[config.mk]
export PLATFORM = sky130hd
export DESIGN_NAME = lut_neuron_bank_flat
export DESIGN_NICKNAME = d
export VERILOG_FILES = /design/src/rtl/lut_neuron_bank_if.sv /design/src/rtl/lut_neuron_bank.sv /design/src/flat_wrapper.sv
export SDC_FILE = /design/constraint.sdc
export NUM_CORES = 2
export LEC_CHECK = 0
export CORE_MARGIN = 4
export CORE_UTILIZATION = 45
export CTS_CLUSTER_SIZE = 24
export DETAILED_ROUTE_END_ITERATION = 10
export PLACE_DENSITY_LB_ADDON = 0.15
export SLEW_MARGIN = 20
export SYNTH_ARGS = -nofsm -noshare
export SYNTH_HDL_FRONTEND = slang
export SYNTH_SLANG_ARGS = --single-unit
[constraint.sdc]
create_clock -name clk -period 3.2 [get_ports clk]
set_input_delay 0.32 -clock clk [delete_from_list [all_inputs] [get_ports clk]]
set_output_delay 0.32 -clock clk [all_outputs]
set_load 0.005 [all_outputs]
[src/rtl/lut_neuron_bank_if.sv]
`default_nettype none
// ----------------------------------------------------------------------------
// lut_neuron_bank_if: input/output valid-ready streams of lut_neuron_bank.
// Rev 1.0
// ----------------------------------------------------------------------------
interface lut_neuron_bank_if #(
  parameter int IN_BITS     = 6,
  parameter int OUT_BITS    = 2,
  parameter int NUM_NEURONS = 8
);
  logic                            in_valid;
  logic                            in_ready;
  logic [NUM_NEURONS*IN_BITS-1:0]  in_data;
  logic                            out_valid;
  logic                            out_ready;
  logic [NUM_NEURONS*OUT_BITS-1:0] out_data;

  modport master (
    output in_valid, in_data, out_ready,
    input  in_ready, out_valid, out_data
  );

  modport slave (
    input  in_valid, in_data, out_ready,
    output in_ready, out_valid, out_data
  );
endinterface
`default_nettype wire

[src/rtl/lut_neuron_bank.sv]
`default_nettype none
// ----------------------------------------------------------------------------
// lut_neuron_bank: time-multiplexed bank of run-time programmable LUT neurons.
// Optional LUT_INIT_CLEAR_EN zero-fills every table after reset.  Rev 1.0
// ----------------------------------------------------------------------------
module lut_neuron_bank #(
  parameter int IN_BITS     = 6,
  parameter int OUT_BITS    = 2,
  parameter int NUM_NEURONS = 8
) (
  input  logic                           clk,
  input  logic                           rst_n,
  input  logic                           cfg_we,
  input  logic [$clog2(NUM_NEURONS)-1:0] cfg_neuron,
  input  logic [IN_BITS-1:0]             cfg_addr,
  input  logic [OUT_BITS-1:0]            cfg_data,
  output logic                           cfg_err,
  output logic                           busy,
  lut_neuron_bank_if.slave               bus
);

  localparam int NW    = $clog2(NUM_NEURONS);
  localparam int DEPTH = 1 << IN_BITS;
  localparam int WORDS = NUM_NEURONS * DEPTH;
  localparam int AW    = $clog2(WORDS);
  localparam logic [NW-1:0] LAST_IDX = NW'(NUM_NEURONS - 1);

  typedef enum logic [2:0] {
    IDLE  = 3'd0,
    LOOK  = 3'd1,
    DRAIN = 3'd2,
    DONE  = 3'd3
`ifdef LUT_INIT_CLEAR_EN
    , CLEAR = 3'd4
`endif
  } state_t;

`ifdef LUT_INIT_CLEAR_EN
  localparam state_t RESET_STATE = CLEAR;
  logic [AW-1:0] clr_cnt;
`else
  localparam state_t RESET_STATE = IDLE;
`endif

  state_t                          state;
  state_t                          state_nxt;
  logic                            armed;
  logic [NW-1:0]                   idx;
  logic [NUM_NEURONS*IN_BITS-1:0]  vec_q;
  logic [NUM_NEURONS*OUT_BITS-1:0] res_q;
  logic                            err_q;

  logic [OUT_BITS-1:0]             mem [WORDS];
  logic [OUT_BITS-1:0]             rd_data;
  logic                            mem_we;
  logic                            mem_re;
  logic [AW-1:0]                   mem_waddr;
  logic [AW-1:0]                   mem_raddr;
  logic [OUT_BITS-1:0]             mem_wdata;

  logic                            accept;
  logic                            cfg_ok;
  logic                            cap_en;
  logic [NW-1:0]                   cap_slot;

  // armed keeps in_ready low until the first edge after reset release
  assign bus.in_ready  = armed && (state == IDLE);
  assign bus.out_valid = (state == DONE);
  assign bus.out_data  = res_q;
  assign busy          = (state != IDLE);
  assign cfg_err       = err_q;

  assign accept    = bus.in_valid && bus.in_ready;
  assign cfg_ok    = cfg_we && bus.in_ready && (int'(cfg_neuron) < NUM_NEURONS);
  assign mem_raddr = (AW'(idx) << IN_BITS) | AW'(vec_q[idx*IN_BITS +: IN_BITS]);

  always_ff @(posedge clk or negedge rst_n) begin
    if (!rst_n) begin
      state <= RESET_STATE;
    end else begin
      state <= state_nxt;
    end
  end

  always_comb begin
    state_nxt = state;
    mem_we    = cfg_ok;
    mem_waddr = (AW'(cfg_neuron) << IN_BITS) | AW'(cfg_addr);
    mem_wdata = cfg_data;
    mem_re    = 1'b0;
    cap_en    = 1'b0;
    cap_slot  = idx - NW'(1);
    case (state)
      IDLE: begin
        if (accept) state_nxt = LOOK;
      end
      LOOK: begin
        // the word read at the previous edge belongs to slot idx-1
        mem_re = 1'b1;
        cap_en = (idx != '0);
        if (idx == LAST_IDX) state_nxt = DRAIN;
      end
      DRAIN: begin
        cap_en    = 1'b1;
        cap_slot  = idx;
        state_nxt = DONE;
      end
      DONE: begin
        if (bus.out_ready) state_nxt = IDLE;
      end
`ifdef LUT_INIT_CLEAR_EN
      CLEAR: begin
        mem_we    = 1'b1;
        mem_waddr = clr_cnt;
        mem_wdata = '0;
        if (clr_cnt == AW'(WORDS - 1)) state_nxt = IDLE;
      end
`endif
      default: state_nxt = IDLE;
    endcase
  end

  always_ff @(posedge clk or negedge rst_n) begin
    if (!rst_n) begin
      armed <= 1'b0;
      idx   <= '0;
      vec_q <= '0;
      res_q <= '0;
      err_q <= 1'b0;
    end else begin
      armed <= 1'b1;
      err_q <= cfg_we && !cfg_ok;
      if (accept) begin
        vec_q <= bus.in_data;
        idx   <= '0;
      end else if ((state == LOOK) && (idx != LAST_IDX)) begin
        idx <= idx + NW'(1);
      end
      if (cap_en) res_q[cap_slot*OUT_BITS +: OUT_BITS] <= rd_data;
    end
  end

`ifdef LUT_INIT_CLEAR_EN
  always_ff @(posedge clk or negedge rst_n) begin
    if (!rst_n) begin
      clr_cnt <= '0;
    end else if (state == CLEAR) begin
      clr_cnt <= clr_cnt + AW'(1);
    end
  end
`endif

  // table storage is deliberately not reset so it maps onto block RAM
  always_ff @(posedge clk) begin
    if (mem_we) mem[mem_waddr] <= mem_wdata;
    if (mem_re) rd_data <= mem[mem_raddr];
  end

endmodule
`default_nettype wire
[src/flat_wrapper.sv]
// flat-port wrapper written by rule: the top's interface ports become plain ports
module lut_neuron_bank_flat 
#(
  parameter int IN_BITS     = 6,
  parameter int OUT_BITS    = 2,
  parameter int NUM_NEURONS = 8
)
  (clk, rst_n, cfg_we, cfg_neuron, cfg_addr, cfg_data, cfg_err, busy, bus_in_valid, bus_in_data, bus_out_ready, bus_in_ready, bus_out_valid, bus_out_data);
  lut_neuron_bank_if #(.IN_BITS(IN_BITS), .OUT_BITS(OUT_BITS), .NUM_NEURONS(NUM_NEURONS)) bus_i ();
  input  logic clk;
  input  logic rst_n;
  input  logic cfg_we;
  input  logic [$clog2(NUM_NEURONS)-1:0] cfg_neuron;
  input  logic [IN_BITS-1:0] cfg_addr;
  input  logic [OUT_BITS-1:0] cfg_data;
  output logic cfg_err;
  output logic busy;
  input wire logic [$bits(bus_i.in_valid)-1:0] bus_in_valid;
  input wire logic [$bits(bus_i.in_data)-1:0] bus_in_data;
  input wire logic [$bits(bus_i.out_ready)-1:0] bus_out_ready;
  output wire logic [$bits(bus_i.in_ready)-1:0] bus_in_ready;
  output wire logic [$bits(bus_i.out_valid)-1:0] bus_out_valid;
  output wire logic [$bits(bus_i.out_data)-1:0] bus_out_data;
  assign bus_i.in_valid = bus_in_valid;
  assign bus_i.in_data = bus_in_data;
  assign bus_i.out_ready = bus_out_ready;
  assign bus_in_ready = bus_i.in_ready;
  assign bus_out_valid = bus_i.out_valid;
  assign bus_out_data = bus_i.out_data;
  lut_neuron_bank #(.IN_BITS(IN_BITS), .OUT_BITS(OUT_BITS), .NUM_NEURONS(NUM_NEURONS)) u_core (.clk(clk), .rst_n(rst_n), .cfg_we(cfg_we), .cfg_neuron(cfg_neuron), .cfg_addr(cfg_addr), .cfg_data(cfg_data), .cfg_err(cfg_err), .busy(busy), .bus(bus_i));
endmodule
==> Implementation_results.wiki <==
{| class="wikitable"
! Metric !! Value
|-
| Global-route congestion overflow total || 0
|-
| Number of sinks driven by the clock tree || 1097
|-
| Data arrival time at the worst-slack endpoint || about 4.0 ns
|-
| Worst supply voltage drop on vdd || 0.000673 V
|-
| Die Outline Area || between 0.1 and 0.15 mm2
|-
| Worst r2r dst || u_core.rd_data[0]
|-
| Leakage power || between 0.015 and 0.02 uW
|-
| Worst-margin pin slew || 0.918 ns
|-
| CP most frequent cell || sky130_fd_sc_hd__buf_12
|-
| DRC || 0
|-
| Routed Wire Length || 144 mm
|-
| Power density cells || 1080 mW/mm2
|-
| Min-delay src || cfg_data[0]
|-
| Io pins || 84
|-
| Pin count of the biggest net entering global routing || 109
|-
| Mean area per synthesized cell || 12.0 um2
|-
| Endpoint kind of the worst setup timing path || flip-flop
|-
| Maximum clock rate || 281 MHz
|-
| Initial standard-cell utilization of the core || between 40% and 50%
|-
| Row Count || 117
|-
| Count of maximum capacitance violations || 0
|-
| Crit-path cells || buf_12 > mux4_2 > mux2_8 > buf_12 > buf_12 > buf_4 > mux2i_1 > mux2i_1 > o22ai_1 > nor3_2 > buf_4 > nand3_1 > nand4_1 > and4_1
|-
| Ranking of synthesized cells by area || sky130_fd_sc_hd__edfxtp_1 66%, sky130_fd_sc_hd__nand2_1 7.6%, sky130_fd_sc_hd__nand3_1 4.8%
|-
| Reg2reg setup slack || -0.36 ns
|-
| Wire length of the first global-routing pass || 211 mm
|-
| Unrepaired setup endpoints after global routing || yes
|-
| Placed cells || 5435
|-
| CP max-delay cell || sky130_fd_sc_hd__mux4_2
|-
| Dominant cell type by area after synthesis || sky130_fd_sc_hd__edfxtp_1
|-
| Initial antenna violation count || 3
|-
| Worst-case clock skew || ~0.027 ns
|-
| Mapped Cells || ~3900
|-
| Sequential fraction of the synthesis area || between 60% and 70%
|-
| Tcrit/Tclk final || 111%
|-
| Number of search-and-repair iterations in the first detailed-routing pass || 6
|-
| Status || finished, violations left
|-
| Worst-path fanout max || 31
|-
| Hold EP || u_core.mem[5][0]
|-
| Endpoints failing setup || 2
|-
| Overall track demand over capacity in global routing || 26.3%
|-
| Number of levels in the clock H-tree || 3
|-
| Antenna Nets Post-Route || 0
|-
| Clock Pin Slew Worst Setup and Hold Paths || 0.06 ns
|-
| Number of nets in the finished design || 4296
|-
| Critical path's largest stage delay || between 0.5 and 0.6 ns
|-
| Worst-case clock buffer depth || 3
|-
| Vias per std cell || around 5.8
|-
| DIE HEIGHT || 330 um
|-
| Yosys reg bits || approximately 1100
|-
| Placed wire-length estimate || 88.0 mm
|-
| Average routed wire per standard cell || 25.4 um
|-
| Number of different library cells in the post-synthesis netlist || between 70 and 80
|-
| Hold violation count in the final report || 0
|-
| Post-synthesis to final-layout area growth || 20.5%
|-
| Gp weighted congestion || 0.844
|-
| Mapped cell area || 0.0467 mm2
|-
| Worst R2R Path Depth || 14
|-
| Clock insertion delay at the later pin of the skew report || between 0.7 and 0.8 ns
|-
| Share of synthesized registers carrying an async set or reset || 6.47%
|-
| Number of synthesized flops with an enable pin || 1026
|-
| Vias in the first global route || 31825
|-
| Count of vias placed by the detailed router || between 30000 and 40000
|-
| Width of the die || 330 um
|-
| CTS tree || yes
|-
| Layout cells sized above 1 || roughly 16%
|-
| Crit path kind || reg2reg
|-
| WHS || 0.0520 ns
|-
| Ys flop type || sky130_fd_sc_hd__edfxtp_1
|-
| Number of standard cells in the final layout excluding fillers || 5683
|-
| Core outline area || between 0.1 and 0.15 mm2
|-
| Worst hold path stage count || 1
|-
| Worst flop-to-flop path startpoint || u_core.idx[1]
|-
| Number of I/O port buffers || just over 80
|-
| Shortest clock period the worst path allows after layout || 3.56 ns
|-
| Classification of the worst-slack hold path || in2reg
|-
| Share of the synthesized area in the top cell type || between 60% and 70%
|-
| Relative slew slack || 38.8%
|-
| Failing checks || negative setup slack
|-
| Antenna Cells || 0
|-
| Total of warnings raised by yosys || 0
|-
| Worst endpoint required time || 3.64 ns
|-
| Final worst slack || -0.362 ns
|-
| Cell at the root of the clock tree || sky130_fd_sc_hd__clkbuf_16
|-
| Startpoint type of the worst setup path || flip-flop
|-
| Max-slew violations || 0
|-
| Post-Syn Nets || 3959
|-
| DR iter-0 viols || 3872
|-
| CTS buffer count || about 110
|}
power by group:
| group | switching, uW | internal, uW |
|---|---|---|
| registers | 359 | 16100 |
| clock network | 5660 | 8050 |
| logic | 17900 | 12800 |
worst max-delay path by stage:
stage                        end  cells after the start          start
5_1_grt        u_core.rd_data[0]                     12  u_core.idx[1]
4_1_cts        u_core.rd_data[0]                     15  u_core.idx[1]
3_3_place_gp   u_core.rd_data[0]                     12  u_core.idx[1]
2_1_floorplan  u_core.rd_data[1]                     10  u_core.idx[1]
6_report       u_core.rd_data[0]                     14  u_core.idx[1]
3_5_place_dp   u_core.rd_data[1]                     12  u_core.idx[0]
layout make-up:
class,count,area (um2)
clock buffers,130,2960
clock inverters,81,878
fillers,8749,46100
inverters,8,30.0
multi-input cells,2513,13200
flip-flops and latches,1097,32600
well taps,1368,1710
repair buffers,486,4860
stage by stage:
step / cell area (um2) / total power, uW / util (%) / TNS, ns / setup WS, ns
CTS: 56100 / 60500 / 54.8 / -0.722 / -0.400
detailed placement: 51700 / 45200 / 50.5 / -1.30 / -0.656
finish: 56300 / 60900 / 55.0 / -0.652 / -0.362
global route: 56300 / 63800 / 55.0 / -0.923 / -0.512
global placement: 51700 / 45200 / 50.5 / -1.21 / -0.614
floorplan: 46700 / 31700 / - / 0 / 0.185
placed cells by master, fill, tap and decap left out, types with 7 or more instances in the layout:
master                            instances
sky130_fd_sc_hd__a311oi_1                14
sky130_fd_sc_hd__nor3_1                  13
sky130_fd_sc_hd__nand4_1                 22
sky130_fd_sc_hd__ha_1                    12
sky130_fd_sc_hd__mux4_2                  27
sky130_fd_sc_hd__a31oi_1                 23
sky130_fd_sc_hd__mux2_2                  29
sky130_fd_sc_hd__edfxtp_1              1026
sky130_fd_sc_hd__clkdlybuf4s50_1         80
sky130_fd_sc_hd__and3_1                  21
sky130_fd_sc_hd__clkbuf_1                14
sky130_fd_sc_hd__nor2b_1                 12
sky130_fd_sc_hd__nand2_2                 15
sky130_fd_sc_hd__nor2_1                 549
sky130_fd_sc_hd__nand3_2                 11
sky130_fd_sc_hd__clkinv_1                26
sky130_fd_sc_hd__mux2i_1                164
sky130_fd_sc_hd__nand2_1                927
sky130_fd_sc_hd__clkbuf_16              117
sky130_fd_sc_hd__buf_12                  73
sky130_fd_sc_hd__o21ai_0                 15
sky130_fd_sc_hd__nand3_1                435
sky130_fd_sc_hd__dfrtp_1                 70
sky130_fd_sc_hd__bufinv_16               18
sky130_fd_sc_hd__and2_1                   7
sky130_fd_sc_hd__o22ai_1                 15
sky130_fd_sc_hd__inv_1                    8
sky130_fd_sc_hd__buf_4                  321
sky130_fd_sc_hd__a21oi_1                 73
sky130_fd_sc_hd__clkinv_2                26
critical path: cells and delay by family, from the launching register on:
family,cells,cell delay (ns)
AOI/OAI and AO/OA,1,0.17
buffers and inverters,5,0.82
DFF,1,0.39
muxes,4,1.14
and+or+nand+nor,4,0.76
flip-flops by register name (all words and copies together), names as in the netlist:
register / count
u_core.mem: 1024
u_core.vec_q: 48
u_core.bus.out_data: 16
u_core.idx: 3
u_core.rd_data: 2
u_core.state: 2
u_core.armed: 1
u_core.cfg_err: 1
cell usage after synthesis (3+ instances only):
library cell	n
sky130_fd_sc_hd__a2111oi_0	8
sky130_fd_sc_hd__a211oi_1	9
sky130_fd_sc_hd__a21oi_1	75
sky130_fd_sc_hd__a221o_1	3
sky130_fd_sc_hd__a22o_1	3
sky130_fd_sc_hd__a22oi_1	5
sky130_fd_sc_hd__a311oi_1	14
sky130_fd_sc_hd__a31oi_1	23
sky130_fd_sc_hd__a32oi_1	3
sky130_fd_sc_hd__a41oi_1	4
sky130_fd_sc_hd__and2_1	7
sky130_fd_sc_hd__and3_1	22
sky130_fd_sc_hd__and3b_1	3
sky130_fd_sc_hd__buf_1	23
sky130_fd_sc_hd__buf_2	85
sky130_fd_sc_hd__buf_4	9
sky130_fd_sc_hd__buf_6	8
sky130_fd_sc_hd__clkbuf_1	142
sky130_fd_sc_hd__dfrtp_1	71
sky130_fd_sc_hd__edfxtp_1	1026
sky130_fd_sc_hd__ha_1	12
sky130_fd_sc_hd__inv_1	8
sky130_fd_sc_hd__mux2_2	32
sky130_fd_sc_hd__mux2i_1	166
sky130_fd_sc_hd__mux4_2	27
sky130_fd_sc_hd__nand2_1	943
sky130_fd_sc_hd__nand2b_1	3
sky130_fd_sc_hd__nand3_1	447
sky130_fd_sc_hd__nand3b_1	5
sky130_fd_sc_hd__nand4_1	22
sky130_fd_sc_hd__nor2_1	551
sky130_fd_sc_hd__nor2b_1	12
sky130_fd_sc_hd__nor3_1	16
sky130_fd_sc_hd__nor3b_1	5
sky130_fd_sc_hd__nor4_1	9
sky130_fd_sc_hd__o21ai_0	16
sky130_fd_sc_hd__o221ai_1	4
sky130_fd_sc_hd__o22ai_1	17
sky130_fd_sc_hd__or3_1	3
routing by layer:
metal / share of wire, % / GRT usage [%]
met5: 0.019 / 0
met2: 46 / 41.4
met1: 43 / 38.2
met4: 2.5 / 7.00
met3: 8.9 / 4.49
kinds of logic after synthesis:
group,share of synthesized area (%)
flops,69.8
xor+xnor,0.0563
other cells,0.00803
mux,5.78
fa+ha+maj,0.322
compound gates,2.93
buf+inv,2.64
simple gates,18.5
what timing repair did:
item                                   in CTS  in global routing
gates cloned                                3                  1
buffers inserted                           22                 12
setup endpoints to repair                   2                  2
pin swaps                                  21                 20
hold buffers                                1                  0
resized for setup                          36                 26
endpoints found under the hold margin      71                  0
Power figures use the tool's default switching activity.
